## src/rtl/vending_machine_n_if.sv

```systemverilog
// Coin/selection/vend/change signal bundle between the front end and vending_machine_n.
// master = coin acceptor / keypad side, slave = the vending controller.
interface vending_machine_n_if #(
  parameter int CREDIT_W = 8,
  parameter int SEL_W    = 2
);
  logic                coin_valid;
  logic [1:0]          coin_type;
  logic                sel_valid;
  logic [SEL_W-1:0]    sel;
  logic                cancel;
  logic [CREDIT_W-1:0] credit;
  logic                dispense;
  logic [SEL_W-1:0]    dispense_id;
  logic                coin_reject;
  logic                sel_denied;
  logic                change_valid;
  logic [1:0]          change_type;
  logic                busy;

  modport master (
    output coin_valid, coin_type, sel_valid, sel, cancel,
    input  credit, dispense, dispense_id, coin_reject, sel_denied,
           change_valid, change_type, busy
  );

  modport slave (
    input  coin_valid, coin_type, sel_valid, sel, cancel,
    output credit, dispense, dispense_id, coin_reject, sel_denied,
           change_valid, change_type, busy
  );
endinterface

```

## src/rtl/vending_machine_n.sv

```systemverilog
// Multi-product vending controller: coin credit, priced selection, one-cycle dispense.
// Define VEND_CHANGE_EN to return remainder/cancelled credit as greedy change; otherwise remainder stays as credit.
module vending_machine_n #(
  parameter int CREDIT_W   = 8,
  parameter int N_PROD     = 4,
  parameter int PRICE_BASE = 5,
  parameter int PRICE_STEP = 5,
  parameter int COIN_V0    = 1,
  parameter int COIN_V1    = 2,
  parameter int COIN_V2    = 5,
  parameter int COIN_V3    = 10,
  parameter int MAX_CREDIT = 50
) (
  input logic               clk,
  input logic               reset,
  vending_machine_n_if.slave bus
);

  localparam int SEL_W = $clog2(N_PROD);
  localparam int SUM_W = CREDIT_W + 1;
  localparam int N_SEL = 1 << SEL_W;

  typedef logic [CREDIT_W-1:0] credit_t;
  typedef enum logic [1:0] {IDLE, CREDIT, VEND, CHANGE} state_e;

  function automatic logic [N_SEL-1:0] sel_ok_mask();
    logic [N_SEL-1:0] m;
    m = '0;
    for (int i = 0; i < N_SEL; i++) m[i] = (i < N_PROD);
    return m;
  endfunction

  // Codes beyond N_PROD-1 are representable in sel but are not products.
  localparam logic [N_SEL-1:0] SEL_OK = sel_ok_mask();

  function automatic credit_t coin_value(input logic [1:0] t);
    case (t)
      2'd0:    return credit_t'(COIN_V0);
      2'd1:    return credit_t'(COIN_V1);
      2'd2:    return credit_t'(COIN_V2);
      default: return credit_t'(COIN_V3);
    endcase
  endfunction

  state_e            state_q, state_d;
  credit_t           credit_q, credit_d;
  logic              dispense_q, dispense_d;
  logic [SEL_W-1:0]  dispense_id_q, dispense_id_d;
  logic              coin_reject_q, coin_reject_d;
  logic              sel_denied_q, sel_denied_d;
  logic              change_valid_q, change_valid_d;
  logic [1:0]        change_type_q, change_type_d;

  credit_t           coin_val;
  credit_t           price;
  logic [SUM_W-1:0]  coin_sum;
  logic              coin_fits;
  logic              sel_ok;

  assign coin_val  = coin_value(bus.coin_type);
  assign coin_sum  = {1'b0, credit_q} + {1'b0, coin_val};
  assign coin_fits = (coin_sum <= SUM_W'(MAX_CREDIT));
  assign price     = credit_t'(PRICE_BASE) + credit_t'(PRICE_STEP) * credit_t'(bus.sel);
  assign sel_ok    = SEL_OK[bus.sel] && (credit_q >= price);

`ifdef VEND_CHANGE_EN
  // Greedy change: largest denomination not exceeding the remaining credit.
  function automatic logic [1:0] greedy_type(input credit_t c);
    if (c >= credit_t'(COIN_V3)) return 2'd3;
    if (c >= credit_t'(COIN_V2)) return 2'd2;
    if (c >= credit_t'(COIN_V1)) return 2'd1;
    return 2'd0;
  endfunction

  logic [1:0] chg_type;
  credit_t    chg_val;
  assign chg_type = greedy_type(credit_q);
  assign chg_val  = coin_value(chg_type);
`else
  // Cancel has no effect without a change hopper.
  logic unused_cancel;
  assign unused_cancel = bus.cancel;
`endif

  always_comb begin
    // NOTE: every _d signal gets its default before the case so no path can infer a latch.
    state_d        = state_q;
    credit_d       = credit_q;
    dispense_d     = 1'b0;
    dispense_id_d  = '0;
    coin_reject_d  = 1'b0;
    sel_denied_d   = 1'b0;
    change_valid_d = 1'b0;
    change_type_d  = '0;

    case (state_q)
      IDLE: begin
        if (bus.coin_valid) begin
          if (coin_fits) begin
            credit_d = credit_q + coin_val;
            state_d  = CREDIT;
          end else begin
            coin_reject_d = 1'b1;
          end
        end
        if (bus.sel_valid) sel_denied_d = 1'b1;
      end

      CREDIT: begin
`ifdef VEND_CHANGE_EN
        if (bus.cancel) begin
          state_d        = CHANGE;
          change_valid_d = 1'b1;
          change_type_d  = chg_type;
          credit_d       = credit_q - chg_val;
          coin_reject_d  = bus.coin_valid;
        end else
`endif
        if (bus.sel_valid) begin
          // Selection is judged on pre-coin credit; a coin in the same cycle is refused.
          coin_reject_d = bus.coin_valid;
          if (sel_ok) begin
            credit_d      = credit_q - price;
            dispense_d    = 1'b1;
            dispense_id_d = bus.sel;
            state_d       = VEND;
          end else begin
            sel_denied_d = 1'b1;
          end
        end else if (bus.coin_valid) begin
          if (coin_fits) credit_d = credit_q + coin_val;
          else           coin_reject_d = 1'b1;
        end
      end

      VEND: begin
        coin_reject_d = bus.coin_valid;
        if (credit_q == '0) begin
          state_d = IDLE;
        end else begin
`ifdef VEND_CHANGE_EN
          state_d        = CHANGE;
          change_valid_d = 1'b1;
          change_type_d  = chg_type;
          credit_d       = credit_q - chg_val;
`else
          state_d = CREDIT;
`endif
        end
      end

`ifdef VEND_CHANGE_EN
      CHANGE: begin
        coin_reject_d = bus.coin_valid;
        if (credit_q == '0) begin
          state_d = IDLE;
        end else begin
          change_valid_d = 1'b1;
          change_type_d  = chg_type;
          credit_d       = credit_q - chg_val;
        end
      end
`endif

      default: state_d = IDLE;
    endcase
  end

  // NOTE: sequential state uses non-blocking assignments so all registers update together.
  always_ff @(posedge clk or negedge reset) begin
    if (!reset) begin
      state_q        <= IDLE;
      credit_q       <= '0;
      dispense_q     <= 1'b0;
      dispense_id_q  <= '0;
      coin_reject_q  <= 1'b0;
      sel_denied_q   <= 1'b0;
      change_valid_q <= 1'b0;
      change_type_q  <= '0;
    end else begin
      state_q        <= state_d;
      credit_q       <= credit_d;
      dispense_q     <= dispense_d;
      dispense_id_q  <= dispense_id_d;
      coin_reject_q  <= coin_reject_d;
      sel_denied_q   <= sel_denied_d;
      change_valid_q <= change_valid_d;
      change_type_q  <= change_type_d;
    end
  end

  assign bus.credit       = credit_q;
  assign bus.dispense     = dispense_q;
  assign bus.dispense_id  = dispense_id_q;
  assign bus.coin_reject  = coin_reject_q;
  assign bus.sel_denied   = sel_denied_q;
  assign bus.change_valid = change_valid_q;
  assign bus.change_type  = change_type_q;
  assign bus.busy         = (state_q == VEND) || (state_q == CHANGE);

endmodule

```

## src/flat_wrapper.sv

```systemverilog
// flat-port wrapper written by rule: the top's interface ports become plain ports
module vending_machine_n_flat 
#(
  parameter int CREDIT_W   = 8,
  parameter int N_PROD     = 4,
  parameter int PRICE_BASE = 5,
  parameter int PRICE_STEP = 5,
  parameter int COIN_V0    = 1,
  parameter int COIN_V1    = 2,
  parameter int COIN_V2    = 5,
  parameter int COIN_V3    = 10,
  parameter int MAX_CREDIT = 50
)
  (clk, reset, bus_coin_valid, bus_coin_type, bus_sel_valid, bus_sel, bus_cancel, bus_credit, bus_dispense, bus_dispense_id, bus_coin_reject, bus_sel_denied, bus_change_valid, bus_change_type, bus_busy);
  vending_machine_n_if #(.CREDIT_W(CREDIT_W), .SEL_W(2)) bus_i ();
  input logic clk;
  input logic reset;
  input wire logic [$bits(bus_i.coin_valid)-1:0] bus_coin_valid;
  input wire logic [$bits(bus_i.coin_type)-1:0] bus_coin_type;
  input wire logic [$bits(bus_i.sel_valid)-1:0] bus_sel_valid;
  input wire logic [$bits(bus_i.sel)-1:0] bus_sel;
  input wire logic [$bits(bus_i.cancel)-1:0] bus_cancel;
  output wire logic [$bits(bus_i.credit)-1:0] bus_credit;
  output wire logic [$bits(bus_i.dispense)-1:0] bus_dispense;
  output wire logic [$bits(bus_i.dispense_id)-1:0] bus_dispense_id;
  output wire logic [$bits(bus_i.coin_reject)-1:0] bus_coin_reject;
  output wire logic [$bits(bus_i.sel_denied)-1:0] bus_sel_denied;
  output wire logic [$bits(bus_i.change_valid)-1:0] bus_change_valid;
  output wire logic [$bits(bus_i.change_type)-1:0] bus_change_type;
  output wire logic [$bits(bus_i.busy)-1:0] bus_busy;
  assign bus_i.coin_valid = bus_coin_valid;
  assign bus_i.coin_type = bus_coin_type;
  assign bus_i.sel_valid = bus_sel_valid;
  assign bus_i.sel = bus_sel;
  assign bus_i.cancel = bus_cancel;
  assign bus_credit = bus_i.credit;
  assign bus_dispense = bus_i.dispense;
  assign bus_dispense_id = bus_i.dispense_id;
  assign bus_coin_reject = bus_i.coin_reject;
  assign bus_sel_denied = bus_i.sel_denied;
  assign bus_change_valid = bus_i.change_valid;
  assign bus_change_type = bus_i.change_type;
  assign bus_busy = bus_i.busy;
  vending_machine_n #(.CREDIT_W(CREDIT_W), .N_PROD(N_PROD), .PRICE_BASE(PRICE_BASE), .PRICE_STEP(PRICE_STEP), .COIN_V0(COIN_V0), .COIN_V1(COIN_V1), .COIN_V2(COIN_V2), .COIN_V3(COIN_V3), .MAX_CREDIT(MAX_CREDIT)) u_core (.clk(clk), .reset(reset), .bus(bus_i));
endmodule
```

## config.mk

```make
export PLATFORM = sky130hd
export DESIGN_NAME = vending_machine_n_flat
export DESIGN_NICKNAME = d
export VERILOG_FILES = /design/src/rtl/vending_machine_n_if.sv /design/src/rtl/vending_machine_n.sv /design/src/flat_wrapper.sv
export SDC_FILE = /design/constraint.sdc
export NUM_CORES = 1
export LEC_CHECK = 0
export ABC_CLOCK_PERIOD_IN_PS = 4400
export BUFFER_PORTS_ARGS = -buffer_cell sky130_fd_sc_hd__clkbuf_2
export CELL_PAD_IN_SITES_DETAIL_PLACEMENT = 2
export CELL_PAD_IN_SITES_GLOBAL_PLACEMENT = 2
export CORE_MARGIN = 2
export CORE_UTILIZATION = 35
export CTS_BUF_LIST = sky130_fd_sc_hd__clkbuf_16
export DETAILED_ROUTE_END_ITERATION = 16
export PLACE_DENSITY = 0.9
export SLEW_MARGIN = 25
export SYNTH_ARGS = -nofsm -noshare
export SYNTH_HDL_FRONTEND = slang
export SYNTH_SLANG_ARGS = --single-unit
```

## constraint.sdc

```tcl
create_clock -name clk -period 4.4 [get_ports clk]
set_clock_uncertainty 0.05 [all_clocks]
set_input_delay 0 -clock clk [delete_from_list [all_inputs] [get_ports clk]]
set_output_delay 0 -clock clk [all_outputs]
set_load 0.005 [all_outputs]
```

==> reports/metrics.cfg, run 1 <==
[cts]
cts_resized=0
htreeDepth=1
clkLatencyLatePin_ps=250
clk_pin_slew_ps=50
numCtsBuffers=3
cts.sinks=15
cts_tree=done
clock_tree.root_cell=clkbuf_16
cts.path.max_buffers=2

[floorplan]
core_area_um2=3633
ios=26
fp.dieH_um=65.03
die_area_um2=4229
die_x_um=65.03
start_util=0.3588
rows=22

[synth]
synth_edf_count=0
synthFlopType=dfrtp_1
yosysWarnings=0
synthCells=150
yosys.area.top_type_share=0.2879
ys_seq_area_frac=0.2879
synth_seq_cells=15
synth_cell_types=49
async_reset_ff_frac=1.000
synth_area_leader_cell=dfrtp_1
netlist_area_um2=1304
syn_avg_cell_area_um2=8.692
yosys-top-cells-area=dfrtp_1, ha_1, xnor2_1

[placed_design]
place_ws_ps=1396
routabilityCongestion=0.8191
numPortBuffers=21
hpwl_um=3201
placed_area_um2=1424

[critical_path]
critPathMostFrequentCell=nor2_1
path_max_fanout=7
critPathKind=input port to flop
worst-r2r-cell-count=10
cp_slowest_cell=dlygate4sd3_1
worstSetupEndpointType=flop
cpPeakStageDelay_ps=550
r2r_end=u_core.bus.credit[1]
critPathCapture=u_core.bus.credit[1]
required_ps=4480
start_kind=input port
r2r_start=u_core.bus.credit[0]
crit_chain=dlygate4sd3_1 -> clkbuf_2 -> inv_1 -> ha_1 -> fa_1 -> a211oi_1 -> o21bai_1 -> nor2_1 -> nor2_1 -> a21o_4 -> o221a_1
startpoint=bus_sel[1]
rrSetupSlack_ps=1290
cp.arrival_ps=3260

[layout]
area_growth_pct=18.43
fin_nets=195
n_fill_cell=429
finalInstanceArea_um2=1544
drive_gt1_frac=0.1860
diodes=0

[outcome]
run_status=complete, but fails checks
violations=hold timing

[detailed_routing]
wl_per_cell_um=19.96
drc=0
vias=1250
drt_wl_total_um=4391
first_iter_violations=51
vias_per_cell=5.682
drtPass1Iterations=4
ant_nets=0

[global_route]
grt_max_degree=16
grt_pass1_wl_um=7279
antenna_found_initial=0
globalRouteOverflowTotal=0
gr-usage-all-layers=0.2280
grt_pass1_vias=1378

[power_and_ir_drop]
irDropWorstVdd_mv=0.2321
power_leakage_nw=0.7016
power_density_nw_per_um2=815.5

[timing]
fin_ws_ps=1222
timing.final.crit_share=0.7223
drv_slew=0
hold_viol=1
tightest_slew_ps=668.5
max_freq_mhz=314.6
finalSetupViolCount=0
holdWs_ps=-1.925
rsz0062_at_grt=no
timing.final.crit_period_ps=3178
slew_headroom=0.5527
tns_ps=0

[job]
maxCapViolCount=0

[hold_path]
min_path_type=input port to flop
min-delay-start=bus_sel_valid

## routing by layer
layer,share of wire,up-vias,GRT usage
li1,-,591,-
met1,0.43,625,0.2776
met2,0.52,26,0.4201
met3,0.026,8,0.02778
met4,0.015,0,0.06250
met5,0,-,0
## Yosys cell counts, types with 2 or more instances
library cell	number
nor2_1	10
inv_1	9
nor3_1	7
xnor2_1	6
a221oi_1	2
nand3_1	4
ha_1	11
o22ai_1	2
a31oi_1	2
buf_4	5
dfrtp_1	15
o21ai_0	6
fa_1	2
or3_1	2
nor2b_1	4
a211oi_1	5
o221a_1	2
a21o_1	2
a21oi_1	8
nand2_1	12
and3b_1	2
o211a_1	2
clkbuf_1	4
## layout by cell type (no fill, tap or decap), types with 2 or more instances in the layout
cell and instances:
o22ai_1 2, dfrtp_1 15, o21ai_0 6, and3b_1 2, nor2_1 10, a31oi_1 2, o221a_1 2, clkbuf_2 21
a21o_1 2, nor3_1 7, a211oi_1 5, fa_1 2, clkbuf_16 3, ha_1 11, dlygate4sd3_1 4, o211a_1 2
conb_1 3, inv_1 9, xnor2_1 6, or3_1 2, a221oi_1 2, nand3_1 4, nand2_1 12, nor2b_1 4
a21oi_1 8
## where the power goes
group | total (mW) | leakage (nW) | switching (mW) | internal, mW
sequential | 0.315 | 0.184 | 0.116 | 0.199
clock | 0.189 | 0.0409 | 0.0667 | 0.122
combinational | 0.755 | 0.477 | 0.432 | 0.323
## flip-flops by register name (all words and copies together) (netlist names)
| name | count |
|---|---|
| u_core.bus.coin_reject | 1 |
| u_core.bus.credit | 8 |
| u_core.bus.dispense | 1 |
| u_core.bus.dispense_id | 2 |
| u_core.bus.sel_denied | 1 |
| u_core.state_q | 2 |
## layout make-up
cell class	count	area, um^2	area share
inverter	10	37.54	0.02431
clock buffer	3	75.07	0.04862
sequential	15	375.4	0.2431
clock inverter	1	5.005	0.003241
multi-input combinational	118	845.8	0.5478
tap	48	60.06	0.03890
timing repair buffer	25	145.1	0.09400
## how the worst min path moves through the flow
stage | to | slack (ps) | cells after the start
finish | u_core.bus.sel_denied | -2 | 2
global route | u_core.bus.sel_denied | 20 | 2
CTS | u_core.bus.sel_denied | 3 | 2
global placement | u_core.bus.dispense_id[1] | -120 | 1
floorplan | u_core.bus.coin_reject | -350 | 0
detailed placement | u_core.bus.dispense_id[1] | -100 | 1
## critical path, delay by kind of cell
family                   cells  cell delay (ps)
AO/OA/AOI/OAI                4             1010
adder cells (fa/ha/maj)      2              830
buffers and inverters        3              730
AND/OR/NAND/NOR              2              700
## kinds of logic after synthesis
logic type / Yosys count / share of synthesized area
buffers and inverters: 19 / 0.06909
other: 1 / 0.002876
AOI/OAI and AO/OA: 46 / 0.2639
adders and majority gates: 13 / 0.1363
DFF: 15 / 0.2879
and+or+nand+nor: 49 / 0.1929
xor gates and xnor gates: 7 / 0.04703
## repair_timing
action,in CTS,in global routing
buffers inserted,0,0
hold buffers,4,0
endpoints found under the setup margin,0,0
hold endpoints to repair,18,0
## metrics by stage
step                      power [mW]  utilization  cells  hold slack [ps]
after floorplan               0.8192            -    152           -345.6
final                          1.259       0.4249    220           -1.925
after global placement        0.9952       0.3919    212           -116.6
after CTS                      1.259       0.4249    220            3.400
after global routing           1.362       0.4249    220            16.22
after detailed placement       1.050       0.3919    212           -102.1
(Power assumes the default switching activity.)
==> run 2: changes to the inputs <==
Settings changed: ABC_AREA set to 1, ABC_CLOCK_PERIOD_IN_PS 4400 to 3100, CORE_UTILIZATION 35 to 31, PLACE_DENSITY 0.9 to 0.86.
Clock period 4.4 ns to 3.1 ns, I/O delays scaled along.
==> reports/metrics.cfg, run 2 <==
[outcome]
run_status=complete, no violations

[cts]
cts_tree=done
clkLatencyLatePin_ps=250
cts.path.max_buffers=2
cts.sinks=15
clk_pin_slew_ps=50
cts_resized=0
numCtsBuffers=3
clock_tree.root_cell=clkbuf_16
htreeDepth=1

[detailed_routing]
dr_wl_met3_um=102
first_iter_violations=28
vias_per_cell=5.060
dr_wl_met2_um=2313
top_layer=met4
met1_length_um=1980
wl_per_cell_um=15.59
vias=1432
ant_nets=0
drtPass1Iterations=3
drc=0
drt_wl_total_um=4413

[synth]
synth_cell_types=33
yosysWarnings=0
synth_area_leader_cell=dfrtp_1
ys_seq_area_frac=0.2577
synth_seq_cells=15
synth_edf_count=0
synthCells=208
synthFlopType=dfrtp_1
syn_avg_cell_area_um2=7.002
synth.most_common_cell=nand2_1
ys_top_cells_by_count=nand2_1, inv_1, nor2_1, dfrtp_1, nand3_1
yosys.area.top_type_share=0.2577
netlist_area_um2=1456
yosys-top-cells-area=dfrtp_1, nand2_1, ha_1
async_reset_ff_frac=1.000

[critical_path]
path_max_fanout=7
cp_slowest_cell=dlygate4sd3_1
crit_chain=dlygate4sd3_1 -> clkbuf_2 -> inv_1 -> ha_1 -> fa_1 -> nand2_1 -> inv_1 -> nand2_1 -> nand2_1 -> nand2_1 -> nand2_1 -> nor2_1 -> inv_2 -> o21ai_2 -> inv_1 -> nand2_1 -> nand2_1 -> nand2_1 -> inv_1
start_kind=input port
r2r_end=u_core.bus.credit[2]
worst-r2r-cell-count=18
required_ps=3200
cp.arrival_ps=2920
cpPeakStageDelay_ps=530
worstSetupEndpointType=flop
r2r_start=u_core.bus.credit[0]
critPathMostFrequentCell=nand2_1
rrSetupSlack_ps=350
critPathKind=input port to flop

[layout]
drive_gt1_frac=0.1991
final_common_cell=nand2_1
finalInstanceArea_um2=1694
largest_reg_flops=8
utilization=0.3812
diodes=0
area_growth_pct=16.32
fin_nets=254
layout_common_cells=nand2_1, inv_1, nor2_1

[global_route]
antenna_found_initial=0
grt_max_degree=16
gr-usage-all-layers=0.1839
grt_pass1_wl_um=7521
grt_pass1_vias=1612
globalRouteOverflowTotal=0

[floorplan]
rows=24
core_area_um2=4444
die_area_um2=5262
start_util=0.3277
die_x_um=72.54
fp.dieH_um=72.54
ios=26

[timing]
hold_viol=0
holdWs_ps=5.298
rsz0062_at_grt=no
drv_slew=0
finalSetupViolCount=0
timing.final.crit_period_ps=2821
timing.final.crit_share=0.9099
max_freq_mhz=354.5
tns_ps=0

[placed_design]
placed_area_um2=1584
numPortBuffers=21
hpwl_um=3407
routabilityCongestion=0.7747

[power_and_ir_drop]
pwr-share-comb=0.617
intPower_uw=847.3
power_leakage_nw=0.9250
p_switching_uw=897.6
power_mw=1.745
irDropWorstVdd_mv=0.3323
p_seq_frac=0.231
pwr-share-clk=0.151
power_density_nw_per_um2=1030
swShare=0.5144

[hold_path]
min-delay-start=bus_sel[0]
hold_path_end=u_core.bus.dispense_id[0]
worstHoldPathCells=3
min_path_type=input port to flop

[job]
maxCapViolCount=0

run 2: cell types whose count changed in the layout (fill, tap and decap cells not counted), sizes merged, moves of 3 or more:
cell / previous run / this run
nor2b: 4 / 0
a211oi: 5 / 0
nand2: 12 / 55
a21o: 3 / 0
inv: 10 / 36
nor2: 10 / 25
nand4: 0 / 8
xnor2: 6 / 0
nand3: 4 / 16
nor3: 8 / 0
a21oi: 8 / 14
run 2: kinds of logic after synthesis:
group / count (synthesis) / synth area share
buffers and inverters: 44 / 0.1323
adders and majority gates: 13 / 0.1220
DFF: 15 / 0.2577
and+or+nand+nor: 107 / 0.3505
xor gates and xnor gates: 3 / 0.02320
other: 1 / 0.002575
AOI/OAI and AO/OA: 25 / 0.1117
run 2: layout make-up:
cell class | instances | area, um^2
Fill cell | 530 | 2750
Multi-Input combinational cell | 151 | 895.9
Sequential cell | 15 | 375.4
Timing Repair Buffer | 25 | 142.6
Inverter | 36 | 135.1
Clock buffer | 3 | 75.07
Tap cell | 52 | 65.06
Clock inverter | 1 | 5.005
run 2: per-layer routing:
layer | up-vias | global-route usage
met3 | 2 | 0.02917
met5 | - | 0
met4 | 0 | 0.03086
met2 | 17 | 0.3556
met1 | 705 | 0.2129
li1 | 708 | -
run 2: power groups by stage:
| stage | logic [mW] | registers, mW | clock network [mW] |
|---|---|---|---|
| detailed placement | 1.07 | 0.408 | 0 |
| floorplan | 0.808 | 0.366 | 0 |
| global route | 1.23 | 0.420 | 0.270 |
| finish | 1.08 | 0.404 | 0.264 |
| CTS | 1.10 | 0.407 | 0.265 |
| global placement | 1.01 | 0.406 | 0 |
run 2: worst max-delay path: cells and delay by family:
kind	cells	cell delay [ps]
compound gates	1	310
fa+ha+maj	2	750
buf+inv	7	1070
simple gates	9	790
run 2: worst max-delay path by stage:
stage,from,to,slack [ps],cells after the start
3_3_place_gp,u_core.bus.credit[0],u_core.bus.credit[2],560,18
6_report,bus_sel[1],u_core.bus.credit[2],280,19
3_5_place_dp,u_core.bus.credit[0],u_core.bus.credit[2],430,18
4_1_cts,bus_sel[1],u_core.bus.credit[2],280,19
5_1_grt,bus_sel[1],u_core.bus.credit[2],5,19
2_1_floorplan,u_core.bus.credit[0],u_core.bus.credit[6],960,16
run 2: through the flow:
step	setup slack, ps	instances
finish	279.3	283
global route	4.652	283
CTS	278.7	283
detailed placement	433.6	276
global placement	555.6	276
floorplan	959.1	210
run 2: what timing repair did:
action	CTS	global route
setup endpoints to repair	0	0
setup buffers	0	0
endpoints found under the hold margin	17	0
hold buffers	3	0
==> run 3: changes to the inputs <==
Settings changed: CELL_PAD_IN_SITES_DETAIL_PLACEMENT 2 to unset, CELL_PAD_IN_SITES_GLOBAL_PLACEMENT 2 to unset, CORE_UTILIZATION 31 to 53, PLACE_DENSITY 0.86 to 0.82.
==> reports/metrics.cfg, run 3 (synthesis gave the netlist of run 2 again) <==
[layout]
area_growth_pct=15.21
drive_gt1_frac=0.1983
largest_reg_flops=8
layout_common_cells=nand2_1, inv_1, nor2_1
diodes=0
final_common_cell=nand2_1
fin_nets=255

[outcome]
run_status=complete, no violations

[timing]
fin_ws_ps=515.2
max_freq_mhz=386.9
rsz0062_at_grt=no
timing.final.crit_period_ps=2585
finalSetupViolCount=0
timing.final.crit_share=0.8338
tns_ps=0
hold_viol=0
drv_slew=0

[detailed_routing]
drc=0
vias_per_cell=5.103
vias=1342
drt_wl_total_um=2996
top_layer=met4
drtPass1Iterations=4
wl_per_cell_um=11.39
dr_wl_met2_um=1469
met1_length_um=1409
ant_nets=0
first_iter_violations=35
dr_wl_met3_um=102

[critical_path]
critPathMostFrequentCell=nand2_1
r2r_end=u_core.bus.credit[2]
critPathCapture=u_core.bus.credit[2]
worst-r2r-cell-count=18
path_max_fanout=5
required_ps=3190
crit_chain=dlygate4sd3_1 -> clkbuf_2 -> ha_1 -> fa_1 -> nand2_1 -> inv_1 -> nand2_1 -> nand2_1 -> nand2_1 -> nand2_1 -> nor2_1 -> inv_2 -> o21ai_2 -> inv_1 -> nand2_1 -> nand2_1 -> nand2_1 -> inv_1
startpoint=bus_sel[0]
cp_num_cells=18
r2r_start=u_core.bus.credit[0]
critPathKind=input port to flop
cp_num_buf_inv=6
rrSetupSlack_ps=640
cp.arrival_ps=2680
start_kind=input port
cpLargestDelayFamily=buffers and inverters
cpPeakStageDelay_ps=550
worstSetupEndpointType=flop
cp_slowest_cell=dlygate4sd3_1

[cts]
cts.sinks=15
clk_pin_slew_ps=50
cts.path.max_buffers=2
post-cts-setup-buffers=0
htreeDepth=1
numCtsBuffers=3
cts_resized=0
cts_tree=done
clock_tree.root_cell=clkbuf_16
clkLatencyLatePin_ps=250

[floorplan]
rows=19
die_area_um2=3183
fp.dieH_um=56.42
die_x_um=56.42
ios=26
start_util=0.5422
core_area_um2=2686

[global_route]
gr-usage-all-layers=0.2112
grt_pass1_vias=1243
antenna_found_initial=0
grt_max_degree=16
grt_pass1_wl_um=5333
globalRouteOverflowTotal=0

[placed_design]
place_ws_ps=712.5
hpwl_um=2257
numPortBuffers=21
routabilityCongestion=0.9003

[hold_path]
min_path_type=input port to flop

[job]
maxCapViolCount=0

[power_and_ir_drop]
power_density_nw_per_um2=984.6
power_leakage_nw=0.9291
irDropWorstVdd_mv=0.6774

-- run 3: worst min path at each step --
stage,start,endpoint,cells after the start
after global routing,bus_coin_valid,u_core.bus.coin_reject,3
after detailed placement,reset,u_core.bus.credit[7],1
after CTS,bus_coin_valid,u_core.bus.coin_reject,3
final,bus_coin_valid,u_core.bus.coin_reject,3
after global placement,reset,u_core.bus.credit[5],1
after floorplan,reset,u_core.bus.coin_reject,0
-- run 3: area by class of cell --
type,instances,area (um^2)
inverter,36,135.1
tap,31,38.79
clock inverter,1,5.005
clock buffer,3,75.07
timing repair buffer,26,152.6
sequential,15,375.4
fill,233,1008
multi-input combinational,151,895.9
-- run 3: per-stage QoR --
step                instances    util  hold WS (ps)  cell area, um^2  power [mW]
CTS                       263  0.6246         47.92             1678       1.662
detailed placement        255  0.5799        -110.6             1558       1.386
global placement          255  0.5799        -116.0             1558       1.370
floorplan                 210       -        -345.6             1464       1.174
finish                    263  0.6246         54.60             1678       1.652
global route              263  0.6246         88.33             1678       1.835
-- run 3: metal layers --
layer  GRT usage  vias up
met1      0.2703      606
li1            -      713
met3     0.05069        2
met2      0.3671       21
met4     0.03061        0
met5           0        -
-- run 3: what timing repair did --
action,in CTS,in global routing
endpoints found under the hold margin,18,0
setup endpoints to repair,0,0
hold buffers,4,0
-- run 3: power breakdown --
| group | internal, mW | leakage [nW] | switching, mW | total, mW |
|---|---|---|---|---|
| Clock | 0.172 | 0.0409 | 0.0816 | 0.254 |
| Combinational | 0.399 | 0.703 | 0.604 | 1.00 |
| Sequential | 0.273 | 0.185 | 0.123 | 0.395 |
| Total | 0.844 | 0.929 | 0.808 | 1.65 |
-- run 3: worst register-to-register path: cells and delay by family, from the launching register on --
kind | cells | cell delay (ps)
flip-flops | 1 | 430
adder cells (fa/ha/maj) | 2 | 520
AND/OR/NAND/NOR | 9 | 690
AO/OA/AOI/OAI | 1 | 210
buffers and inverters | 6 | 440
